### src/rtl/bp_pkg.sv
// Shared types and opcode constants for the static BTFN branch predictor.
package bp_pkg;

    localparam int BP_XLEN = 32;

    localparam logic [6:0] OP_BRANCH = 7'b1100011;
    localparam logic [6:0] OP_JAL    = 7'b1101111;
    localparam logic [6:0] OP_JALR   = 7'b1100111;

    typedef struct packed {
        logic               taken;
        logic [BP_XLEN-1:0] target;
    } pred_entry_t;

    typedef enum logic {
        RUN     = 1'b0,
        RECOVER = 1'b1
    } bp_state_t;

    function automatic logic is_ctrl_flow(input logic [6:0] op);
        return (op == OP_BRANCH) || (op == OP_JAL) || (op == OP_JALR);
    endfunction

endpackage

### src/rtl/pred_fifo.sv
// Small circular FIFO for in-flight predictions; clear wins over push/pop.
module pred_fifo #(
    parameter  int WIDTH = 33,
    parameter  int DEPTH = 4,
    localparam int AW    = (DEPTH > 1) ? $clog2(DEPTH) : 1,
    localparam int CW    = $clog2(DEPTH + 1)
) (
    input  logic             clk,
    input  logic             rst_n,
    input  logic             push_i,
    input  logic             pop_i,
    input  logic             clear_i,
    input  logic [WIDTH-1:0] wdata_i,
    output logic [WIDTH-1:0] rdata_o,
    output logic             full_o,
    output logic             empty_o,
    output logic [CW-1:0]    count_o
);

    logic [WIDTH-1:0] mem_q [DEPTH];
    logic [AW-1:0]    rd_ptr_q, rd_ptr_d;
    logic [AW-1:0]    wr_ptr_q, wr_ptr_d;
    logic [CW-1:0]    count_q, count_d;
    logic             do_push, do_pop;

    assign empty_o = (count_q == '0);
    assign full_o  = (count_q == CW'(DEPTH));
    assign count_o = count_q;
    assign rdata_o = mem_q[rd_ptr_q];

    // A push into a full queue only fits when the head leaves this cycle.
    assign do_pop  = pop_i & ~empty_o;
    assign do_push = push_i & (~full_o | do_pop);

    always_comb begin
        rd_ptr_d = rd_ptr_q;
        wr_ptr_d = wr_ptr_q;
        count_d  = count_q;
        if (clear_i) begin
            rd_ptr_d = '0;
            wr_ptr_d = '0;
            count_d  = '0;
        end else begin
            if (do_pop)  rd_ptr_d = rd_ptr_q + AW'(1);
            if (do_push) wr_ptr_d = wr_ptr_q + AW'(1);
            count_d = count_q + CW'(do_push) - CW'(do_pop);
        end
    end

    always_ff @(posedge clk or negedge rst_n) begin
        if (!rst_n) begin
            rd_ptr_q <= '0;
            wr_ptr_q <= '0;
            count_q  <= '0;
        end else begin
            rd_ptr_q <= rd_ptr_d;
            wr_ptr_q <= wr_ptr_d;
            count_q  <= count_d;
        end
    end

    always_ff @(posedge clk) begin
        if (do_push && !clear_i) mem_q[wr_ptr_q] <= wdata_i;
    end

endmodule

### src/rtl/branch_predict_ctrl.sv
// BTFN predictor with in-flight prediction queue, mispredict redirect/flush
// and saturating branch statistics.
module branch_predict_ctrl
    import bp_pkg::*;
#(
    parameter int XLEN  = BP_XLEN,
    parameter int DEPTH = 4,
    parameter int CNT_W = 32
) (
    input  logic             clk,
    input  logic             rst_n,
    input  logic             if_valid,
    input  logic             stall_f,
    input  logic [6:0]       if_op,
    input  logic [XLEN-1:0]  if_pc,
    input  logic [XLEN-1:0]  if_immext,
    output logic             predict_taken,
    output logic [XLEN-1:0]  pred_target,
    input  logic             ex_resolve,
    input  logic             ex_taken,
    input  logic [XLEN-1:0]  ex_target,
    input  logic [XLEN-1:0]  ex_pc_plus4,
    output logic             redirect_valid,
    output logic [XLEN-1:0]  redirect_pc,
    output logic             flush_d,
    output logic             flush_e,
    output logic [CNT_W-1:0] branch_cnt,
    output logic [CNT_W-1:0] mispred_cnt,
    output logic             overflow_err,
    output logic             underflow_err
);

    localparam int CW = $clog2(DEPTH + 1);

    bp_state_t        state_q;
    logic [CNT_W-1:0] branch_cnt_q, branch_cnt_d;
    logic [CNT_W-1:0] mispred_cnt_q, mispred_cnt_d;
    logic             ovf_q, ovf_d;
    logic             unf_q, unf_d;

    logic             fifo_full, fifo_empty;
    logic [CW-1:0]    fifo_count;
    logic [XLEN:0]    fifo_rdata;
    pred_entry_t      head;
    logic             mispredict;
    logic             push_req, pop_req;

    always_comb begin
        predict_taken = 1'b0;
        if (if_valid) begin
            unique case (if_op)
                OP_BRANCH: predict_taken = if_immext[XLEN-1];
                OP_JAL:    predict_taken = 1'b1;
                default:   predict_taken = 1'b0;
            endcase
        end
    end

    assign pred_target = if_pc + if_immext;

    // An empty queue resolves as not-taken with a zero target.
    always_comb begin
        head = '0;
        if (!fifo_empty) begin
            head.taken  = fifo_rdata[XLEN];
            head.target = fifo_rdata[XLEN-1:0];
        end
    end

    assign mispredict = rst_n & ex_resolve &
                        ((ex_taken != head.taken) |
                         (ex_taken & head.taken &
                          (ex_target != head.target)));

    assign push_req = if_valid & ~stall_f & is_ctrl_flow(if_op) &
                      ~mispredict & (state_q == RUN);
    assign pop_req  = ex_resolve & ~fifo_empty;

    pred_fifo #(
        .WIDTH (XLEN + 1),
        .DEPTH (DEPTH)
    ) u_fifo (
        .clk     (clk),
        .rst_n   (rst_n),
        .push_i  (push_req),
        .pop_i   (ex_resolve),
        .clear_i (mispredict),
        .wdata_i ({predict_taken, pred_target}),
        .rdata_o (fifo_rdata),
        .full_o  (fifo_full),
        .empty_o (fifo_empty),
        .count_o (fifo_count)
    );

    assign redirect_valid = mispredict;
    assign flush_d        = mispredict;
    assign flush_e        = mispredict;
    assign redirect_pc    = !mispredict ? '0 :
                            ex_taken    ? ex_target : ex_pc_plus4;

    always_comb begin
        branch_cnt_d  = branch_cnt_q;
        mispred_cnt_d = mispred_cnt_q;
        if (ex_resolve && branch_cnt_q != '1)
            branch_cnt_d = branch_cnt_q + CNT_W'(1);
        if (mispredict && mispred_cnt_q != '1)
            mispred_cnt_d = mispred_cnt_q + CNT_W'(1);
        ovf_d = ovf_q | (push_req & fifo_full & ~pop_req);
        unf_d = unf_q | (ex_resolve & fifo_empty);
    end

    always_ff @(posedge clk or negedge rst_n) begin
        if (!rst_n) begin
            state_q       <= RUN;
            branch_cnt_q  <= '0;
            mispred_cnt_q <= '0;
            ovf_q         <= 1'b0;
            unf_q         <= 1'b0;
        end else begin
            unique case (state_q)
                RUN:     state_q <= mispredict ? RECOVER : RUN;
                RECOVER: state_q <= RUN;
                default: state_q <= RUN;
            endcase
            branch_cnt_q  <= branch_cnt_d;
            mispred_cnt_q <= mispred_cnt_d;
            ovf_q         <= ovf_d;
            unf_q         <= unf_d;
        end
    end

    assign branch_cnt    = branch_cnt_q;
    assign mispred_cnt   = mispred_cnt_q;
    assign overflow_err  = ovf_q;
    assign underflow_err = unf_q;

    a_count_empty: assert property (
        @(posedge clk) disable iff (!rst_n)
        (fifo_count == '0) == fifo_empty);

endmodule

### config.mk
export PLATFORM = sky130hd
export DESIGN_NAME = branch_predict_ctrl
export DESIGN_NICKNAME = d
export VERILOG_FILES = /design/src/rtl/bp_pkg.sv /design/src/rtl/pred_fifo.sv /design/src/rtl/branch_predict_ctrl.sv
export SDC_FILE = /design/constraint.sdc
export NUM_CORES = 1
export LEC_CHECK = 0
export CORE_MARGIN = 2
export CORE_UTILIZATION = 45
export CTS_CLUSTER_SIZE = 16
export DETAILED_ROUTE_END_ITERATION = 12
export PLACE_DENSITY_LB_ADDON = 0.15
export SLEW_MARGIN = 20
export SYNTH_ARGS = -nofsm -noshare
export SYNTH_HDL_FRONTEND = slang
export SYNTH_SLANG_ARGS = --single-unit
### constraint.sdc
create_clock -name clk -period 4.05 [get_ports clk]
set_clock_uncertainty 0.2 [all_clocks]
set_input_delay 0.81 -clock clk [delete_from_list [all_inputs] [get_ports clk]]
set_output_delay 0.81 -clock clk [all_outputs]
set_load 0.01 [all_outputs]
==> run_results.csv, run 1 <==
group,metric,value,unit
status,status,"finished with violations",
status,violations,"setup timing",
setup_path,cp-end-kind,"output pin",
logic_synthesis,syn_nets,1098,
power,clkPwrFrac,0.268,
detailed_routing,vias,9682,
finish,multiInputGateArea,0.005997,mm²
placed_design,gp_congestion,0.8666,
floorplan,start_util,0.4581,
logic_synthesis,synth.cell_area,0.01114,mm²
setup_path,reg2reg_from,"u_fifo.rd_ptr_q[0]",
grt,grt_pass1_wl,52250,µm
detailed_routing,dr.pass1.iters,4,
clock_network,cts_max_level,1,
logic_synthesis,synth_cells,915,
setup_path,startpoint_type,"register",
min_path,hold_start,"state_q",
clock_network,clkTransAtPathRegs,0.06,ns
logic_synthesis,synth.top_cell.area_share,0.3558,
placed_design,hpwlAfterDp,23820,µm
sta,finalCritPeriodShare,1.168,
logic_synthesis,synth_edf_count,132,
clock_network,numCtsBuffers,22,
grt,grt.total_usage,0.2551,
logic_synthesis,ys_seq_area_frac,0.5220,
job,drv_cap,0,
setup_path,crit_end,"redirect_pc[28]",
logic_synthesis,yosys.area.top_type,"edfxtp_1",
clock_network,cts_root_buffer,"clkbuf_16",
sta,whs,0.2656,ns
finish,nFillCells,1658,
sta,fin_crit,4.729,ns
logic_synthesis,synth_area_leaders,"edfxtp_1 (36%), dfrtp_1 (17%), mux4_2 (6.7%)",
placed_design,dpl-instance-area,0.01564,mm²
power,seqPwrFrac,0.310,
grt,grt_max_degree,63,
finish,regArea,0.005817,mm²
detailed_routing,drc,0,
logic_synthesis,async_flop_share,0.3592,
sta,worst_pin_slew,0.7823,ns
setup_path,worst_ep_required_time,3.04,ns
setup_path,r2r_slack,-0.30,ns
detailed_routing,via_per_inst,5.492,
sta,relSlewSlack,0.4784,
finish,utilization,0.7320,
power,internal_power,5.595,mW
setup_path,reg2reg_depth,19,
setup_path,rr_endpoint,"u_fifo.count_o[2]",
clock_network,cts_tree,"yes",
logic_synthesis,yosysWarningCount,0,
setup_path,crit_path_start,"u_fifo.rd_ptr_q[0]",
logic_synthesis,synthFlopType,"edfxtp_1",
logic_synthesis,post_synth_num_cell_types,66,
floorplan,coreArea,0.02432,mm²
setup_path,cp.arrival,3.72,ns
power,switching_share,0.3121,
sta,finalHoldViolCount,0,
logic_synthesis,synth-seq-cells,206,
grt,antenna_found_initial,2,
floorplan,die_w,161.4,µm
placed_design,io_buffers,274,
power,power,8.134,mW
detailed_routing,post_drt_wl_per_cell,19.83,µm
grt,grt_overflow,0,
finish,design_area,0.01780,mm²
detailed_routing,routed_wl,34960,µm
min_path,hold_class,"register to register",
detailed_routing,drtIter0Drc,671,
setup_path,cp_max_fo,6,
detailed_routing,ant_nets,0,
sta,drv_slew,0,
finish,area_delta_synth_final,59.78,%
power,p_leak,7.205,nW
floorplan,num_rows,57,
power,power.density,456.9,mW/mm²
finish,nets,1606,
sta,finalSetupViolCount,50,
clock_network,cts.sinks,206,
floorplan,die_y,161.4,µm
sta,layout_setup_ws,-0.6788,ns
power,power_frac_comb,0.422,
clock_network,clockBufferDepth,3,
setup_path,worst-setup-path-type,"register to output pin",
floorplan,die_area,0.02603,mm²
logic_synthesis,avgSynthCellArea,12.18,µm²
power,vdd_drop_max,0.0002722,V
floorplan,ios,275,
power,p_switching,2.539,mW
grt,grt_pass1_vias,9803,
clock_network,clk_latency,0.51,ns
finish,drive_gt1_frac,0.3567,
sta,fmax,211.5,MHz
sta,rsz0062_at_grt,"yes",
==> how the worst min path moves through the flow <==
stage / to / slack, ns / depth (start not counted)
2_1_floorplan: state_q / 0.23 / 1
3_3_place_gp: state_q / 0.24 / 1
3_5_place_dp: state_q / 0.25 / 1
4_1_cts: state_q / 0.26 / 1
5_1_grt: state_q / 0.28 / 1
6_report: state_q / 0.27 / 1
==> kinds of logic after synthesis <==
logic type / after synthesis / share of synthesized area
compound gates: 126 / 0.07760
buf+inv: 50 / 0.02426
mux: 70 / 0.1003
flops: 206 / 0.5220
simple gates: 317 / 0.1456
xor+xnor: 104 / 0.08175
fa+ha+maj: 42 / 0.04851
==> placed cells by master (no fill, tap or decap), drive strengths merged, types with 29 or more instances in the layout <==
master	netlist	final
buf	17	290
nand4	29	29
nand3	42	42
clkbuf	15	48
xnor2	58	58
clkdlybuf4s50	0	174
nor2	92	92
mux2i	34	34
mux4	33	33
o21ai	29	29
edfxtp	132	132
nand2	47	47
dfrtp	74	74
xor2	46	46
ha	40	40
==> area by class of cell <==
type	count	area share
Clock buffer	25	0.03275
Antenna cell	1	0.0001406
Tap cell	324	0.02277
Clock inverter	14	0.01174
Multi-Input combinational cell	659	0.3369
Inverter	18	0.004217
Sequential cell	206	0.3267
Timing Repair Buffer	516	0.2648
==> critical path, stage by stage, from the launching register on <==
cell       delay, ns
dfrtp_2         0.42
buf_4           0.15
clkbuf_16       0.15
buf_12          0.12
mux4_2          0.42
o21a_1          0.20
o22a_1          0.19
o21ai_1         0.18
nand4_1         0.12
o41a_1          0.48
o211ai_4        0.23
buf_12          0.19
clkbuf_16       0.17
nor2_1          0.05
clkbuf_2        0.13
==> flip-flops by register name, indices dropped and copies added, names as in the netlist <==
| name | count |
|---|---|
| u_fifo.mem_q | 132 |
| underflow_err | 1 |
| mispred_cnt | 32 |
| u_fifo.wr_ptr_q | 2 |
| u_fifo.rd_ptr_q | 2 |
| u_fifo.count_o | 3 |
| branch_cnt | 32 |
| overflow_err | 1 |
| state_q | 1 |
==> power by group through the flow <==
stage          clock [mW]  combinational [mW]  sequential (mW)
6_report             2.18                3.43             2.52
5_1_grt              2.31                3.66             2.54
4_1_cts              2.22                3.12             2.52
3_5_place_dp            0                2.90             2.56
3_3_place_gp            0                2.85             2.56
2_1_floorplan           0                1.49             2.58
==> per-layer routing <==
metal	routed length (µm)	track usage	vias to the layer above	part of all wire
met1	14230	0.3284	4775	0.41
met4	531	0.05844	2	0.015
met2	17910	0.4563	368	0.51
met3	2278	0.03749	39	0.065
met5	13	0	-	0.00037
li1	-	-	4498	-
==> synthesized netlist by cell type (14+ instances only) <==
master,n
xor2_1,46
o21ai_0,28
edfxtp_1,132
dfrtp_1,74
clkbuf_1,15
nand4_1,29
inv_1,17
mux4_2,33
nor4b_1,14
mux2i_1,34
a21oi_1,21
xnor2_1,58
nor2_1,92
ha_1,40
nand2_1,47
nor3_1,26
nand3_1,42
a22oi_1,15
==> timing repair <==
action                                  in CTS  in global routing
pin swaps                                   73                 77
hold endpoints to repair                    12                  0
gates cloned                                 1                  4
resized for setup                          307                223
hold buffers                                 1                  0
endpoints found under the setup margin      67                193
buffers inserted                            44                 19
==> stage by stage <==
step,TNS (ns),worst slack (ns),cells
floorplan,0,0.02026,915
finish,-25.07,-0.6788,1763
CTS,-28.25,-0.7562,1745
global route,-31.30,-0.8151,1762
detailed placement,-48.54,-1.336,1661
global placement,-47.36,-1.266,1661
No activity file was read; power rests on OpenSTA's default activity.
==> inputs of run 2 (changes only) <==
--- a/config.mk
+++ b/config.mk
@@ -7,7 +7,8 @@
 export LEC_CHECK = 0
 export CORE_MARGIN = 2
 export CORE_UTILIZATION = 45
-export CTS_CLUSTER_SIZE = 16
+export CTS_BUF_LIST = sky130_fd_sc_hd__clkbuf_8
+export CTS_CLUSTER_SIZE = 24
 export DETAILED_ROUTE_END_ITERATION = 12
 export PLACE_DENSITY_LB_ADDON = 0.15
 export SLEW_MARGIN = 20
==> run_results.csv, run 2 (synthesis gave the netlist of run 1 again) <==
group,metric,value,unit
status,status,"finished with violations",
status,violations,"setup timing",
sta,drv_slew,0,
floorplan,coreArea,0.02432,mm²
sta,relSlewSlack,0.4753,
sta,fin_setup_tns,-50.45,ns
detailed_routing,drc,0,
clock_network,cts_max_level,2,
grt,grt_pass1_wl,52630,µm
grt,grt.total_usage,0.2581,
clock_network,cts.sinks,206,
clock_network,clkTransAtPathRegs,0.06,ns
detailed_routing,ant_nets,0,
floorplan,num_rows,57,
setup_path,max_stage_delay,0.56,ns
power,vdd_drop_max,0.0002240,V
grt,grt_pass1_vias,9926,
floorplan,die_y,161.4,µm
power,p_switching,2.647,mW
job,drv_cap,0,
sta,fmax,209.0,MHz
power,power.density,430.6,mW/mm²
detailed_routing,post_drt_wl_per_cell,20.04,µm
clock_network,numCtsBuffers,35,
detailed_routing,dr.pass1.iters,5,
finish,layout_common_cells,"buf_4 (199), clkdlybuf4s50_1 (175), edfxtp_1 (132)",
detailed_routing,drtIter0Drc,680,
detailed_routing,vias,10010,
setup_path,crit_top_cell,"buf_12",
floorplan,ios,275,
setup_path,cp_num_buf_inv,7,
clock_network,clk_latency,0.53,ns
placed_design,gp_congestion,0.8666,
finish,design_area,0.01818,mm²
setup_path,r2r_slack,-0.42,ns
grt,grt_overflow,0,
setup_path,worst_ep_required_time,3.04,ns
setup_path,cpMaxStageDelayCell,"mux4_2",
power,clkPwrFrac,0.210,
clock_network,clockBufferDepth,3,
sta,fin_crit,4.786,ns
power,power_frac_comb,0.467,
sta,finalHoldViolCount,0,
sta,worst_pin_slew,0.7870,ns
finish,area_delta_synth_final,63.18,%
grt,grt_max_degree,63,
sta,finalSetupViolCount,214,
finish,drive_gt1_frac,0.3840,
sta,layout_setup_ws,-0.7358,ns
placed_design,io_buffers,274,
floorplan,die_w,161.4,µm
placed_design,dpl-instance-area,0.01564,mm²
power,seqPwrFrac,0.323,
power,p_leak,7.421,nW
clock_network,cts_root_buffer,"clkbuf_8",
setup_path,worst-setup-path-type,"register to output pin",
finish,regMostFlops,"u_fifo.mem_q",
finish,final_common_cell,"buf_4",
setup_path,cp_max_fo,7,
setup_path,startpoint_type,"register",
clock_network,cts_tree,"yes",
grt,antenna_found_initial,2,
power,internal_power,5.181,mW
detailed_routing,routed_wl,36440,µm
detailed_routing,via_per_inst,5.505,
floorplan,die_area,0.02603,mm²
min_path,hold_class,"register to register",
finish,layoutNonFillerInstCount,1818,
setup_path,cp.arrival,3.78,ns
placed_design,hpwlAfterDp,23820,µm
sta,finalCritPeriodShare,1.182,
placed_design,dp.cells,1661,
setup_path,crit_family,"buffers and inverters",
sta,rsz0062_at_grt,"yes",
setup_path,cp-end-kind,"output pin",
power,switching_share,0.3381,
floorplan,start_util,0.4581,
setup_path,crit_chain,"buf_12, buf_4, mux4_2, xnor2_2, nand4_1, o311ai_1, buf_4, o2111ai_4, o41a_1, o211ai_4, buf_12, buf_12, buf_12, nor2_1, buf_2",
finish,largest_register_ffs,132,
finish,nets,1651,
## run 2: changes by cell type in the layout (fill, tap and decap cells not counted), moves of 8 or more
cell	delta
clkbuf_8	+35
clkbuf_16	-20
buf_2	+13
inv_1	+13
buf_6	+11
nor3_1	-9
nor2_4	-8
## run 2: path summary, 6_finish.rpt
kind / endpoint / startpoint / depth (start not counted)
hold / removal: state_q / state_q / 1
hold reg to reg: state_q / state_q / 1
min in group asynchronous: mispred_cnt[17] / rst_n / 2
max in group asynchronous: u_fifo.rd_ptr_q[0] / rst_n / 3
setup reg to reg: u_fifo.count_o[2] / u_fifo.rd_ptr_q[0] / 22
setup / recovery: redirect_pc[25] / u_fifo.rd_ptr_q[0] / 15
## run 2: power by group through the flow
| stage | Combinational [mW] | Clock, mW | Sequential, mW |
|---|---|---|---|
| detailed placement | 2.90 | 0 | 2.56 |
| global route | 3.88 | 1.77 | 2.54 |
| finish | 3.65 | 1.64 | 2.53 |
| global placement | 2.85 | 0 | 2.56 |
| floorplan | 1.49 | 0 | 2.58 |
| CTS | 3.29 | 1.66 | 2.52 |
## run 2: layer usage
layer  global-route usage  wire length, µm
met1               0.3269            14520
met2               0.4641            18670
met3              0.04777             2481
met4              0.05154              753
met5                    0               13
## run 2: timing repair
item,4_1_cts,5_1_grt
hold endpoints to repair,12,0
cloned,3,7
gates resized for setup,398,192
hold buffers,1,0
setup buffers,54,39
setup endpoints to repair,67,210
pin swaps,79,82
## run 2: area by class of cell
cell class	instances	area (µm²)
Tap cell	324	405.4
Sequential cell	206	5817
Clock inverter	26	112.6
Timing Repair Buffer	548	5112
Clock buffer	35	481.7
Multi-Input combinational cell	659	6177
Fill cell	1599	6138
Antenna cell	2	5.005
Inverter	18	70.07
## run 2: worst register-to-register path, stage by stage (launching register included)
cell and delay, ns:
dfrtp_2 0.39, buf_12 0.14, buf_4 0.13, mux4_2 0.56, xnor2_2 0.15, nand4_1 0.13
o311ai_1 0.12, buf_4 0.19, o2111ai_4 0.12, o41a_1 0.49, o211ai_4 0.22, buf_6 0.17
buf_6 0.10, buf_6 0.08, buf_6 0.08, buf_8 0.09, and2_4 0.14, ha_4 0.13
inv_2 0.03, fa_2 0.32, xor2_1 0.17, xnor2_1 0.15, nor2_1 0.06
## run 2: through the flow
stage               hold WS [ns]  utilization  setup slack (ns)  power (mW)
floorplan                 0.2263            -           0.02026       4.063
global placement          0.2382       0.6429            -1.266       5.409
detailed placement        0.2508       0.6429            -1.336       5.467
CTS                       0.2555       0.7078           -0.7308       7.469
global route              0.2796       0.7474           -0.8483       8.184
finish                    0.2673       0.7476           -0.7358       7.828
==> inputs of run 3 (changes only) <==
--- a/config.mk
+++ b/config.mk
@@ -5,8 +5,11 @@
 export SDC_FILE = /design/constraint.sdc
 export NUM_CORES = 1
 export LEC_CHECK = 0
+export CAP_MARGIN = 20
+export CELL_PAD_IN_SITES_DETAIL_PLACEMENT = 1
+export CELL_PAD_IN_SITES_GLOBAL_PLACEMENT = 2
 export CORE_MARGIN = 2
-export CORE_UTILIZATION = 45
+export CORE_UTILIZATION = 30
 export CTS_BUF_LIST = sky130_fd_sc_hd__clkbuf_8
 export CTS_CLUSTER_SIZE = 24
 export DETAILED_ROUTE_END_ITERATION = 12
==> run_results.csv, run 3 (synthesis gave the netlist of run 1 again) <==
group,metric,value,unit
detailed_routing,ant_nets,0,
detailed_routing,drtIter0Drc,353,
finish,multiInputGateArea,0.005841,mm²
finish,layout_common_cells,"buf_4 (195), clkdlybuf4s50_1 (178), edfxtp_1 (132)",
job,drv_cap,0,
finish,layoutNonFillerInstCount,1953,
sta,rsz0062_at_grt,"yes",
floorplan,die_w,196.7,µm
finish,area_delta_synth_final,63.31,%
finish,drive_gt1_frac,0.3522,
floorplan,start_util,0.3043,
detailed_routing,dr.pass1.iters,4,
setup_path,startpoint_type,"register",
power,power.density,427.0,mW/mm²
clock_network,clkTransAtPathRegs,0.06,ns
power,vdd_drop_max,0.0001936,V
sta,worst_pin_slew,0.6705,ns
clock_network,clk_latency,0.53,ns
finish,antenna_cells,0,
min_path,hold_class,"input pin to async pin",
sta,drv_slew,0,
sta,finalCritPeriodShare,1.166,
placed_design,gp_congestion,0.7755,
grt,grt_pass1_wl,60380,µm
clock_network,cts_tree,"yes",
clock_network,cts_root_buffer,"clkbuf_8",
grt,grt.total_usage,0.2039,
grt,grt_max_degree,51,
detailed_routing,vias,9648,
status,violations,"setup timing",
floorplan,num_rows,70,
sta,fmax,211.8,MHz
floorplan,die_y,196.7,µm
finish,regMostFlops,"u_fifo.mem_q",
clock_network,cts_max_level,2,
finish,regArea,0.005817,mm²
clock_network,clockBufferDepth,3,
placed_design,hpwlAfterDp,28280,µm
status,status,"finished with violations",
finish,largest_register_ffs,132,
detailed_routing,routed_wl,39350,µm
sta,fin_setup_tns,-41.03,ns
sta,relSlewSlack,0.5530,
detailed_routing,via_per_inst,4.940,
setup_path,worst_ep_required_time,3.04,ns
sta,fin_crit,4.723,ns
setup_path,worst-setup-path-type,"register to output pin",
clock_network,numCtsBuffers,38,
grt,antenna_found_initial,1,
setup_path,cp.arrival,3.71,ns
clock_network,cts.sinks,206,
finish,nets,1643,
power,p_leak,7.397,nW
setup_path,crit_chain,"buf_8, mux4_2, nor4b_1, a22oi_1, a22oi_1, nand4_1, o41a_1, o211ai_4, buf_6, buf_8, buf_12, nor2_1, buf_2",
floorplan,coreArea,0.03661,mm²
setup_path,cp-end-kind,"output pin",
grt,grt_overflow,0,
sta,layout_setup_ws,-0.6725,ns
placed_design,io_buffers,274,
placed_design,dp.cells,1818,
grt,grt_pass1_vias,10490,
sta,finalSetupViolCount,182,
floorplan,ios,275,
setup_path,max_stage_delay,0.58,ns
setup_path,cp_max_fo,9,
finish,nFillCells,3861,
floorplan,die_area,0.03870,mm²
finish,final_common_cell,"buf_4",
detailed_routing,post_drt_wl_per_cell,20.15,µm
detailed_routing,drc,0,
sta,finalHoldViolCount,0,
setup_path,cpMaxStageDelayCell,"mux4_2",
[run 3: cell types whose count changed in the layout (fill, tap and decap cells not counted), moves of 5 or more]
| cell | before | now |
|---|---|---|
| buf_6 | 58 | 37 |
| buf_16 | 1 | 14 |
| clkbuf_8 | 35 | 41 |
| buf_12 | 17 | 24 |
| clkbuf_16 | 7 | 0 |
| o21ai_0 | 10 | 17 |
| nor3_2 | 8 | 2 |
| nor2_1 | 72 | 77 |
| nor3_1 | 14 | 24 |
| o21ai_1 | 12 | 7 |
| clkdlybuf4s15_1 | 4 | 9 |
| buf_2 | 40 | 45 |
| xnor2_1 | 45 | 50 |
| clkbuf_2 | 12 | 4 |
[run 3: through the flow]
step	utilization	setup WS [ns]	power (mW)	instance area, µm²	hold WS, ns
global placement	0.4353	-1.432	5.523	15940	0.2374
CTS	0.4917	-0.7681	7.795	18000	0.1560
global route	0.4970	-0.8504	8.240	18200	0.1651
detailed placement	0.4353	-1.445	5.575	15940	0.2503
floorplan	-	0.02026	4.063	11190	0.2263
finish	0.4970	-0.6725	7.769	18200	0.1606
[run 3: routing by layer]
metal	vias up	share of wire	track usage
met3	41	0.061	0.04398
met5	-	0.00018	0
li1	4577	-	-
met1	4783	0.43	0.2590
met2	245	0.49	0.3542
met4	2	0.018	0.05040
[run 3: cell type report]
class | count | area share
Clock buffer | 41 | 0.03101
Multi-Input combinational cell | 659 | 0.3210
Clock inverter | 24 | 0.007014
Sequential cell | 206 | 0.3197
Timing Repair Buffer | 537 | 0.2853
Tap cell | 468 | 0.03218
Inverter | 18 | 0.003851
[run 3: power breakdown]
group	internal, mW	switching, mW
Combinational	1.80	1.59
Clock	0.992	0.855
Sequential	2.41	0.122
Total	5.20	2.57
[run 3: repair_timing]
action                                  CTS  global route
gates cloned                             14             0
endpoints found under the setup margin  201           223
setup buffers                            49            10
gates resized for setup                 463            37
pin swaps                                96            30
hold buffers                              0             0
[run 3: critical path, delay by kind of cell, from the launching register on]
family | cells | cell delay (ns)
compound gates | 4 | 0.97
buf+inv | 5 | 0.73
mux | 1 | 0.58
simple gates | 3 | 0.49
flops | 1 | 0.42
[run 3: final timing paths]
kind                                    start                  to  slack (ns)  cells past startpoint
max reg2reg                u_fifo.rd_ptr_q[0]   u_fifo.count_o[2]       -0.34                     19
min                                     rst_n     mispred_cnt[19]        0.16                      2
max                        u_fifo.rd_ptr_q[0]     redirect_pc[22]       -0.67                     13
min in group clk                underflow_err       underflow_err        0.26                      1
min reg2reg                     underflow_err       underflow_err        0.26                      1
max in group asynchronous               rst_n  u_fifo.rd_ptr_q[0]        2.48                      3
